File: src/rtl/brq_pkg.sv
// Shared types and constants for the branch resolve queue.
// Optional feature macro used by the top: BRQ_STATS_EN (branch/mispredict counters).
package brq_pkg;

    localparam int BRQ_DEPTH = 4;
    localparam int BRQ_PC_W  = 32;
    localparam int BRQ_GHR_W = 8;
    localparam int BRQ_PTR_W = $clog2(BRQ_DEPTH);

    // Fall-through fetch step for a not-taken branch
    localparam logic [BRQ_PC_W-1:0] BRQ_PC_INC = 32'd4;

    // One in-flight prediction as recorded at IF
    typedef struct packed {
        logic [BRQ_PC_W-1:0]  pc;
        logic                 pred;
        logic [BRQ_PC_W-1:0]  target;
        logic [BRQ_GHR_W-1:0] ghr;
    } brq_entry_t;

endpackage

File: src/rtl/brq_fifo.sv
// Generic circular buffer of prediction entries with push/pop/clear.
// The occupancy counter is kept separately from the pointers so that full
// and empty are unambiguous. Clear has priority over push and pop.
module brq_fifo
    import brq_pkg::*;
#(
    parameter int  DEPTH = BRQ_DEPTH,
    parameter type T     = brq_entry_t
) (
    input  logic                       i_clk,
    input  logic                       i_rst,
    input  logic                       i_push,
    input  T                           i_data,
    input  logic                       i_pop,
    input  logic                       i_clear,
    output T                           o_head,
    output logic [$clog2(DEPTH):0]     o_count,
    output logic                       o_full,
    output logic                       o_empty
);

    localparam int PTR_W = $clog2(DEPTH);
    localparam int CNT_W = PTR_W + 1;

    T                 r_mem [DEPTH];
    logic [PTR_W-1:0] r_wr_ptr;
    logic [PTR_W-1:0] r_rd_ptr;
    logic [CNT_W-1:0] r_count;

    logic w_do_push;
    logic w_do_pop;

    assign o_full    = (r_count == CNT_W'(DEPTH));
    assign o_empty   = (r_count == {CNT_W{1'b0}});
    assign w_do_push = i_push && !o_full;
    assign w_do_pop  = i_pop && !o_empty;
    assign o_head    = r_mem[r_rd_ptr];
    assign o_count   = r_count;

    // Pointer, occupancy and storage update; DEPTH is a power of 2 so pointers wrap naturally
    always_ff @(posedge i_clk) begin
        if (i_rst) begin
            r_wr_ptr <= {PTR_W{1'b0}};
            r_rd_ptr <= {PTR_W{1'b0}};
            r_count  <= {CNT_W{1'b0}};
            for (int i = 0; i < DEPTH; i++) begin
                r_mem[i] <= '0;
            end
        end else if (i_clear) begin
            r_wr_ptr <= {PTR_W{1'b0}};
            r_rd_ptr <= {PTR_W{1'b0}};
            r_count  <= {CNT_W{1'b0}};
        end else begin
            if (w_do_push) begin
                r_mem[r_wr_ptr] <= i_data;
                r_wr_ptr        <= r_wr_ptr + PTR_W'(1);
            end
            if (w_do_pop) begin
                r_rd_ptr <= r_rd_ptr + PTR_W'(1);
            end
            case ({w_do_push, w_do_pop})
                2'b10:   r_count <= r_count + CNT_W'(1);
                2'b01:   r_count <= r_count - CNT_W'(1);
                default: r_count <= r_count;
            endcase
        end
    end

endmodule

File: src/rtl/branch_resolve_queue.sv
// Resolution end of the global branch predictor: records IF predictions,
// checks the oldest one against the EX outcome, and produces the predictor
// update, the front-end redirect and the repaired GHR (all registered).
// Optional macro BRQ_STATS_EN adds saturating branch/mispredict counters.
module branch_resolve_queue
    import brq_pkg::*;
#(
    parameter int DEPTH = BRQ_DEPTH,
    parameter int PC_W  = BRQ_PC_W,
    parameter int GHR_W = BRQ_GHR_W
) (
    input  logic                    i_clk,
    input  logic                    i_rst,
    input  logic                    i_push_valid,
    output logic                    o_push_ready,
    input  logic [PC_W-1:0]         i_push_pc,
    input  logic                    i_push_pred,
    input  logic [PC_W-1:0]         i_push_target,
    input  logic [GHR_W-1:0]        i_push_ghr,
    input  logic                    i_resolve_valid,
    input  logic                    i_resolve_taken,
    input  logic [PC_W-1:0]         i_resolve_target,
    input  logic                    i_flush,
    output logic                    o_upd_en,
    output logic [PC_W-1:0]         o_upd_pc,
    output logic                    o_upd_outcome,
    output logic                    o_mispredict,
    output logic [PC_W-1:0]         o_redirect_pc,
    output logic [GHR_W-1:0]        o_ghr_restore,
    output logic [$clog2(DEPTH):0]  o_count,
    output logic                    o_protocol_err
`ifdef BRQ_STATS_EN
    ,
    output logic [31:0]             o_stat_branches,
    output logic [31:0]             o_stat_mispredicts
`endif
);

    typedef struct packed {
        logic [PC_W-1:0]  pc;
        logic             pred;
        logic [PC_W-1:0]  target;
        logic [GHR_W-1:0] ghr;
    } entry_t;

    entry_t           w_push_entry;
    entry_t           w_head;
    logic             w_full;
    logic             w_empty;
    logic             w_resolve;
    logic             w_mis;
    logic             w_clear;
    logic [PC_W-1:0]  w_redirect_pc;
    logic [GHR_W-1:0] w_ghr_restore;

    logic             r_upd_en;
    logic [PC_W-1:0]  r_upd_pc;
    logic             r_upd_outcome;
    logic             r_mispredict;
    logic [PC_W-1:0]  r_redirect_pc;
    logic [GHR_W-1:0] r_ghr_restore;
    logic             r_protocol_err;

    assign w_push_entry = '{pc: i_push_pc, pred: i_push_pred,
                            target: i_push_target, ghr: i_push_ghr};

    // A resolve only acts on a real head; a wrong target only matters when taken
    assign w_resolve     = i_resolve_valid && !w_empty;
    assign w_mis         = (w_head.pred != i_resolve_taken) ||
                           (i_resolve_taken && (w_head.target != i_resolve_target));
    // Mispredict discards every younger (wrong-path) entry and any same-cycle push
    assign w_clear       = i_flush || (w_resolve && w_mis);
    assign w_redirect_pc = i_resolve_taken ? i_resolve_target
                                           : (w_head.pc + PC_W'(BRQ_PC_INC));
    assign w_ghr_restore = {w_head.ghr[GHR_W-2:0], i_resolve_taken};

    brq_fifo #(
        .DEPTH (DEPTH),
        .T     (entry_t)
    ) u_fifo (
        .i_clk   (i_clk),
        .i_rst   (i_rst),
        .i_push  (i_push_valid),
        .i_data  (w_push_entry),
        .i_pop   (w_resolve),
        .i_clear (w_clear),
        .o_head  (w_head),
        .o_count (o_count),
        .o_full  (w_full),
        .o_empty (w_empty)
    );

    // Result registers: strobes pulse for one cycle, payloads hold until the next strobe
    always_ff @(posedge i_clk) begin
        if (i_rst) begin
            r_upd_en       <= 1'b0;
            r_upd_pc       <= {PC_W{1'b0}};
            r_upd_outcome  <= 1'b0;
            r_mispredict   <= 1'b0;
            r_redirect_pc  <= {PC_W{1'b0}};
            r_ghr_restore  <= {GHR_W{1'b0}};
            r_protocol_err <= 1'b0;
        end else begin
            r_upd_en       <= w_resolve;
            r_mispredict   <= w_resolve && w_mis;
            r_protocol_err <= i_resolve_valid && w_empty;
            if (w_resolve) begin
                r_upd_pc      <= w_head.pc;
                r_upd_outcome <= i_resolve_taken;
            end
            if (w_resolve && w_mis) begin
                r_redirect_pc <= w_redirect_pc;
                r_ghr_restore <= w_ghr_restore;
            end
        end
    end

    assign o_push_ready   = !w_full;
    assign o_upd_en       = r_upd_en;
    assign o_upd_pc       = r_upd_pc;
    assign o_upd_outcome  = r_upd_outcome;
    assign o_mispredict   = r_mispredict;
    assign o_redirect_pc  = r_redirect_pc;
    assign o_ghr_restore  = r_ghr_restore;
    assign o_protocol_err = r_protocol_err;

`ifdef BRQ_STATS_EN
    logic [31:0] r_stat_branches;
    logic [31:0] r_stat_mispredicts;

    // Saturating counters of the registered update and mispredict pulses
    always_ff @(posedge i_clk) begin
        if (i_rst) begin
            r_stat_branches    <= 32'd0;
            r_stat_mispredicts <= 32'd0;
        end else begin
            if (r_upd_en && (r_stat_branches != 32'hFFFF_FFFF)) begin
                r_stat_branches <= r_stat_branches + 32'd1;
            end
            if (r_mispredict && (r_stat_mispredicts != 32'hFFFF_FFFF)) begin
                r_stat_mispredicts <= r_stat_mispredicts + 32'd1;
            end
        end
    end

    assign o_stat_branches    = r_stat_branches;
    assign o_stat_mispredicts = r_stat_mispredicts;
`endif

endmodule

File: config.mk
export PLATFORM = sky130hd
export DESIGN_NAME = branch_resolve_queue
export DESIGN_NICKNAME = d
export VERILOG_FILES = /design/src/rtl/brq_pkg.sv /design/src/rtl/brq_fifo.sv /design/src/rtl/branch_resolve_queue.sv
export SDC_FILE = /design/constraint.sdc
export NUM_CORES = 1
export LEC_CHECK = 0
export BUFFER_PORTS_ARGS = -buffer_cell sky130_fd_sc_hd__buf_4
export CAP_MARGIN = 15
export CORE_ASPECT_RATIO = 1.75
export CORE_MARGIN = 3
export CORE_UTILIZATION = 41
export CTS_BUF_LIST = sky130_fd_sc_hd__clkbuf_8
export DETAILED_ROUTE_END_ITERATION = 10
export GPL_TIMING_DRIVEN = 0
export PLACE_DENSITY_LB_ADDON = 0.25
export SLEW_MARGIN = 40
export SYNTH_ARGS = -nofsm -noshare
export SYNTH_HDL_FRONTEND = slang
export SYNTH_SLANG_ARGS = --single-unit
File: constraint.sdc
create_clock -name i_clk -period 30.2 [get_ports i_clk]
set_input_delay 6.04 -clock i_clk [delete_from_list [all_inputs] [get_ports i_clk]]
set_output_delay 6.04 -clock i_clk [all_outputs]
set_load 0.1 [all_outputs]
; ---- Word level (Yosys, flattened, before mapping)
; Memory sizes are Yosys's and may differ from the RTL's. A register that Yosys moved wholly into a read port is not among the register bits.
; Cells that the tools add are included.
[word_totals]
regBits = 83
mem_bits_rw = 292
out_inout_bits = 80
elab_cells = 48
mem_count = 1
[classes]
n_addsub = 5
n_eq_ne = 5
n_mux = 13
reduce_logical = 14
[mem_list]
columns = name, depth, width, read_ports, rd_ports_with_merged_regs, wr, line
row1 = u_fifo.r_mem, 4, 73, 1, 1, 4, brq_fifo.sv:25  ; T r_mem [DEPTH];
[op_table]
columns = cell, n
row1 = $mux W73, 1
row2 = $reduce_or A73 Y1, 1
row3 = $add A32 B3 Y32 const B, 1
row4 = $mux W32, 1
row5 = $ne A32 B32 Y1, 1
row6 = $mux W1, 7
row7 = $logic_and A1 B1 Y1, 6
row8 = $mux W2, 3
row9 = $pmux W3 S2, 1
row10 = $add A2 B1 Y2 const B, 2
row11 = $add A3 B1 Y3 const B, 1
row12 = $eq A3 B3 Y1 const B, 1
row13 = $logic_not A3 Y1, 1
row14 = $sub A3 B1 Y3 const B, 1
row15 = $eq A2 B1 Y1 const B, 1
row16 = $eq A2 B2 Y1 const B, 1
row17 = $logic_not A1 Y1, 2
row18 = $logic_or A1 B1 Y1, 2
row19 = $reduce_bool A2 Y1, 1
row20 = $reduce_or A2 Y1, 1
row21 = $ne A1 B1 Y1, 1

; ---- Depth between registers and ports, before layout
[depth]
word_depth = 10
depth_mapped = 12

; ---- By module
; Synthesis repeated with hierarchy kept, for this count alone.
[unflattened]
hier_cells = 1277
hier_area_um2 = 17067.6
[modules_own_cells]
columns = module, n_inst, cells_per_inst, area_each_um2
row1 = brq_fifo, 1, 760, 13046.3
row2 = branch_resolve_queue, 1, 517, 4021.4

; ---- Worst setup path before layout
; Ideal clock, no wire load.
[synth_timing]
kind = input port to flip-flop
startpoint = input port i_resolve_target[1]
endpoint = memory u_fifo.r_mem[3][0] (netlist name), enable pin
arrival_time_ps = 14610
path_slack_ps = 14891
path_stages = 7
path_buffers = 0
cell_sequence = inv_1 -> a222oi_1 -> nand3b_1 -> a2111oi_4 -> and4_1 -> nor2_1 -> o41ai_1
[synth_rtl]
columns = element, line
row1 = start: declaration, branch_resolve_queue.sv:22  ; input logic [PC_W-1:0] i_resolve_target,
row2 = end: declaration, brq_fifo.sv:25

==> qor_table.md <==
| Group | Item | Value |
|---|---|---|
| run status | Outcome | finished clean |
| grt | Total congestion overflow after global routing | 0 |
| power and ir drop | LEAKAGE | 7.89 nW |
| timing | Number of failing hold endpoints at the final stage | 0 |
| floorplan | Num ports | 191 |
| grt | Number of antenna violations at the first check in global routing | 4 |
| synthesis | Cell accounting for the most synthesized area | edfxtp_1 |
| synthesis | Number of library cell types mapped by synthesis | 70 |
| synthesis | Yosys synthesis warning count | 0 |
| floorplan | Floorplan die width | 161 µm |
| timing | Final max-slew violation count | 0 |
| clock tree | Post-CTS setup buffers | 0 |
| floorplan | Height of the die | 278 µm |
| clock tree | Clock transition at the register clock pins on the worst setup and hold paths after CTS | 60 ps |
| critical path | Cell family with most CP delay | buffers and inverters |
| critical path | Worst reg-to-reg setup slack | 25160 ps |
| power and ir drop | Total Power | 1.12 mW |
| critical path | Worst R2R Path Depth | 15 |
| timing | Skew final | 47.1 ps |
| drt | DRC violation count after routing | 0 |
| clock tree | Clock tree root buffer cell | clkbuf_8 |
| timing | Crit path time final | 9190 ps |
| synthesis | Mapped Cells | 1363 |
| grt | Via count of the first global-routing pass | 12500 |
| critical path | Worst endpoint data arrival time | 9500 ps |
| synthesis | Largest cells by area after synthesis | edfxtp_1 50%, dfxtp_1 9.8%, and2_1 8.0%, mux4_2 5.3%, nand2_1 3.3% |
| synthesis | Net count of the mapped netlist | 1477 |
| synthesis | Compound-gate portion of the synthesized area | 5.80% |
| layout | Fraction of layout cells with a size suffix above 1 | 23.1% |
| timing | Max-slew headroom at the worst pin | 36.4% |
| drt | Routed length per placed instance | 25.0 µm |
| placed design | Gp weighted congestion | 0.950 |
| layout | Number of filler instances in the final layout | 3750 |
| critical path | Instance count on the critical path | 13 |
| layout | Post-layout net count | 1756 |
| timing | Share of the clock period used by the worst path after layout | 30.4% |
| synthesis | Share of synthesized cell area in full adder, half adder and majority cells | 0.260% |
| synthesis | Area fraction in and, or, nand and nor cells after synthesis | 17.5% |
| critical path | Critical-path maximum fanout | 8 |
| floorplan | Core footprint | 41700 µm² |
| synthesis | Post-synthesis sequential area ratio | 59.8% |
| grt | Aggregate global-route resource usage | 24.6% |
| worst hold path | HP Class | reg -> reg |
| critical path | CP Cell Sequence | clkbuf_1 > o311a_1 > nand3_1 > a2111oi_2 > and4_1 > nor2_1 > o41ai_2 > buf_2 > buf_4 > buf_2 > buf_2 > buf_2 > buf_2 |
| critical path | Critical Path Source Type | input port |
| grt | Global-route wire length before repair | 81400 µm |
| clock tree | Clock buffers created by TritonCTS | 54 |
| critical path | Most frequent CP cell | buf_2 |
| drt | Final ANT Viol Nets | 0 |
| layout | Layout Utilization | 50.1% |
| synthesis | Asr flop ratio synth | 0% |
| floorplan | Starting utilization of the core area | 41.5% |
| timing | Highest achievable clock rate | 0.109 GHz |
| floorplan | Floorplan die area | 44800 µm² |
| clock tree | Maximum level of the CTS H-tree | 2 |
| timing | Unrepaired setup endpoints after global routing | false |
| clock tree | Maximum number of buffers from clock root to sink | 3 |
| critical path | Max incr delay on CP | 610 ps |
| timing | Sum of negative setup slack | 0 ps |
| critical path | Total buffers and inverters traversed by the critical path | 7 |
| synthesis | Post-Synth XOR/XNOR Area | 2.89% |
| clock tree | Quantity of gates resized following cts | 0 |
| timing | Total of endpoints with negative setup slack in the final report | 0 |
| drt | Final Routed Wirelength | 56100 µm |
| clock tree | Cts hold-fix bufs | 0 |
| synthesis | Number of enable flip-flop cells after synthesis | 288 |
| critical path | Setup crit end kind | flop |
| critical path | Crit path kind | in -> reg |
| critical path | Data required time at the worst endpoint | 30510 ps |
| drt | DR iter-0 viols | 1154 |
| synthesis | Post-synthesis area per instance | 12.7 µm² |
| drt | Vias | 12400 |
| job | Maximum Capacitance Violations | 0 |
| placed design | Half-perimeter wire length after detailed placement | 41500 µm |
| clock tree | Clock Sink Count | 373 |
| synthesis | Top post-synthesis cells by count | 288 x edfxtp_1, 220 x and2_1, 151 x nand2_1 |
| drt | Via-to-Cell Ratio | 5.52 |
| synthesis | Largest family of logic cells by synthesized area | simple AND/OR/NAND/NOR gates |
| critical path | Slowest cell on the critical path | o41ai_2 |
| power and ir drop | Maximum resistive drop on vdd | 0.0410 mV |
| grt | Maximum number of pins on one net before global-route repair | 29 |
| drt | Drt pass-1 iters | 6 |
| synthesis | Leading cell type by number of instances after synthesis | edfxtp_1 |
| floorplan | Placement row count | 99 |
| clock tree | Worst-skew pair later-pin latency | 630 ps |
| synthesis | Multiplexer share of the synthesized area | 10.5% |
| layout | Synth-to-Final Area Change | 20.8% |
| critical path | Critical Path Source | i_resolve_taken |
| synthesis | Portion of synthesized cell area occupied by the leading cell type | 50.0% |
| critical path | Worst setup path endpoint | u_fifo.r_mem[3][22]$_DFFE_PP_ |
| synthesis | Main synth FF type | edfxtp_1 |
| timing | Slew at the pin with the worst max-slew slack | 954 ps |
| clock tree | TritonCTS clock tree | done |
| synthesis | Flop and latch count out of synthesis | 373 |
| power and ir drop | Pwr/cell area | 53.4 nW/µm² |
| synthesis | Mapped cell area | 17300 µm² |
| critical path | Crit Reg-Reg Endpoint | u_fifo.r_mem[3][22]$_DFFE_PP_ |
| placed design | Number of input and output port buffers inserted | 187 |
-- sequential cells by signal (all words and copies together) (netlist names), named ones only --
signal           flops
u_fifo.r_mem       288
o_redirect_pc       32
o_upd_pc            32
o_ghr_restore        8
u_fifo.o_count       3
u_fifo.r_rd_ptr      2
u_fifo.r_wr_ptr      2
o_mispredict         1
o_protocol_err       1
o_upd_en             1
o_upd_outcome        1
-- power breakdown --
| part | switching, mW | internal (mW) | total, mW |
|---|---|---|---|
| combinational | 0.0895 | 0.0437 | 0.133 |
| sequential | 0.00703 | 0.574 | 0.581 |
| clock | 0.198 | 0.205 | 0.403 |
| total | 0.294 | 0.823 | 1.12 |
-- cell families after synthesis --
logic type,after synthesis
DFF,373
and+or+nand+nor,555
muxes,99
adders and majority gates,3
buffers and inverters,119
AOI/OAI and AO/OA,157
xor gates and xnor gates,57
-- worst min-delay path, delay by kind of cell (launching register included) --
family | cells | cell delay [ps]
multiplexers | 1 | 60
flip-flops | 1 | 310
AND/OR/NAND/NOR | 1 | 50
-- placed cells by master, fill, tap and decap left out, types with 41 or more instances in the layout --
master      n
a21oi_1    57
and2_1    220
buf_4     193
clkbuf_1   72
clkbuf_8   62
dfxtp_1    85
edfxtp_1  288
inv_1      45
mux4_2     41
nand2_1   151
nor3_1     56
xnor2_1    41
-- how the worst min path moves through the flow --
| stage | to | start | slack [ps] | depth (start not counted) |
|---|---|---|---|---|
| floorplan | flop | u_fifo.r_rd_ptr[1]$_SDFFE_PP0P_ | 530 | 2 |
| global placement | o_upd_pc[5]$_SDFFE_PP0P_ | o_upd_pc[5]$_SDFFE_PP0P_ | 450 | 2 |
| detailed placement | o_upd_pc[1]$_SDFFE_PP0P_ | o_upd_pc[1]$_SDFFE_PP0P_ | 450 | 2 |
| CTS | o_redirect_pc[13]$_SDFFE_PP0P_ | o_redirect_pc[13]$_SDFFE_PP0P_ | 470 | 2 |
| global route | o_redirect_pc[26]$_SDFFE_PP0P_ | o_redirect_pc[26]$_SDFFE_PP0P_ | 490 | 2 |
| finish | o_redirect_pc[26]$_SDFFE_PP0P_ | o_redirect_pc[26]$_SDFFE_PP0P_ | 460 | 2 |
-- per-stage QoR --
stage / cells / instance area, µm² / hold slack (ps) / setup slack, ps
after floorplan: 1363 / 17300 / 528 / 14890
after detailed placement: 2141 / 19800 / 452 / 20470
after global routing: 2244 / 20900 / 486 / 20950
after CTS: 2242 / 20900 / 467 / 21110
final: 2245 / 20900 / 463 / 21010
after global placement: 2105 / 19400 / 452 / 7430
-- cell type report --
class	count	area, µm²	share of cell area [%]
sequential	373	10300	49.5
multi-input combinational	871	6460	30.9
timing repair buffer	223	1770	8.45
clock buffer	62	853	4.08
tap	555	694	3.32
buffer	98	478	2.29
clock inverter	39	221	1.06
inverter	21	78.8	0.377
antenna	3	7.51	0.0359
-- metal layers --
layer / track usage, % / up-vias / share of wire, %
met1: 29.2 / 6154 / 36
met4: 12.2 / 0 / 5.6
met3: 3.39 / 131 / 6.5
met2: 43.7 / 544 / 52
met5: 0 / - / 0
li1: - / 5554 / -
No activity file was read; power rests on OpenSTA's default activity.
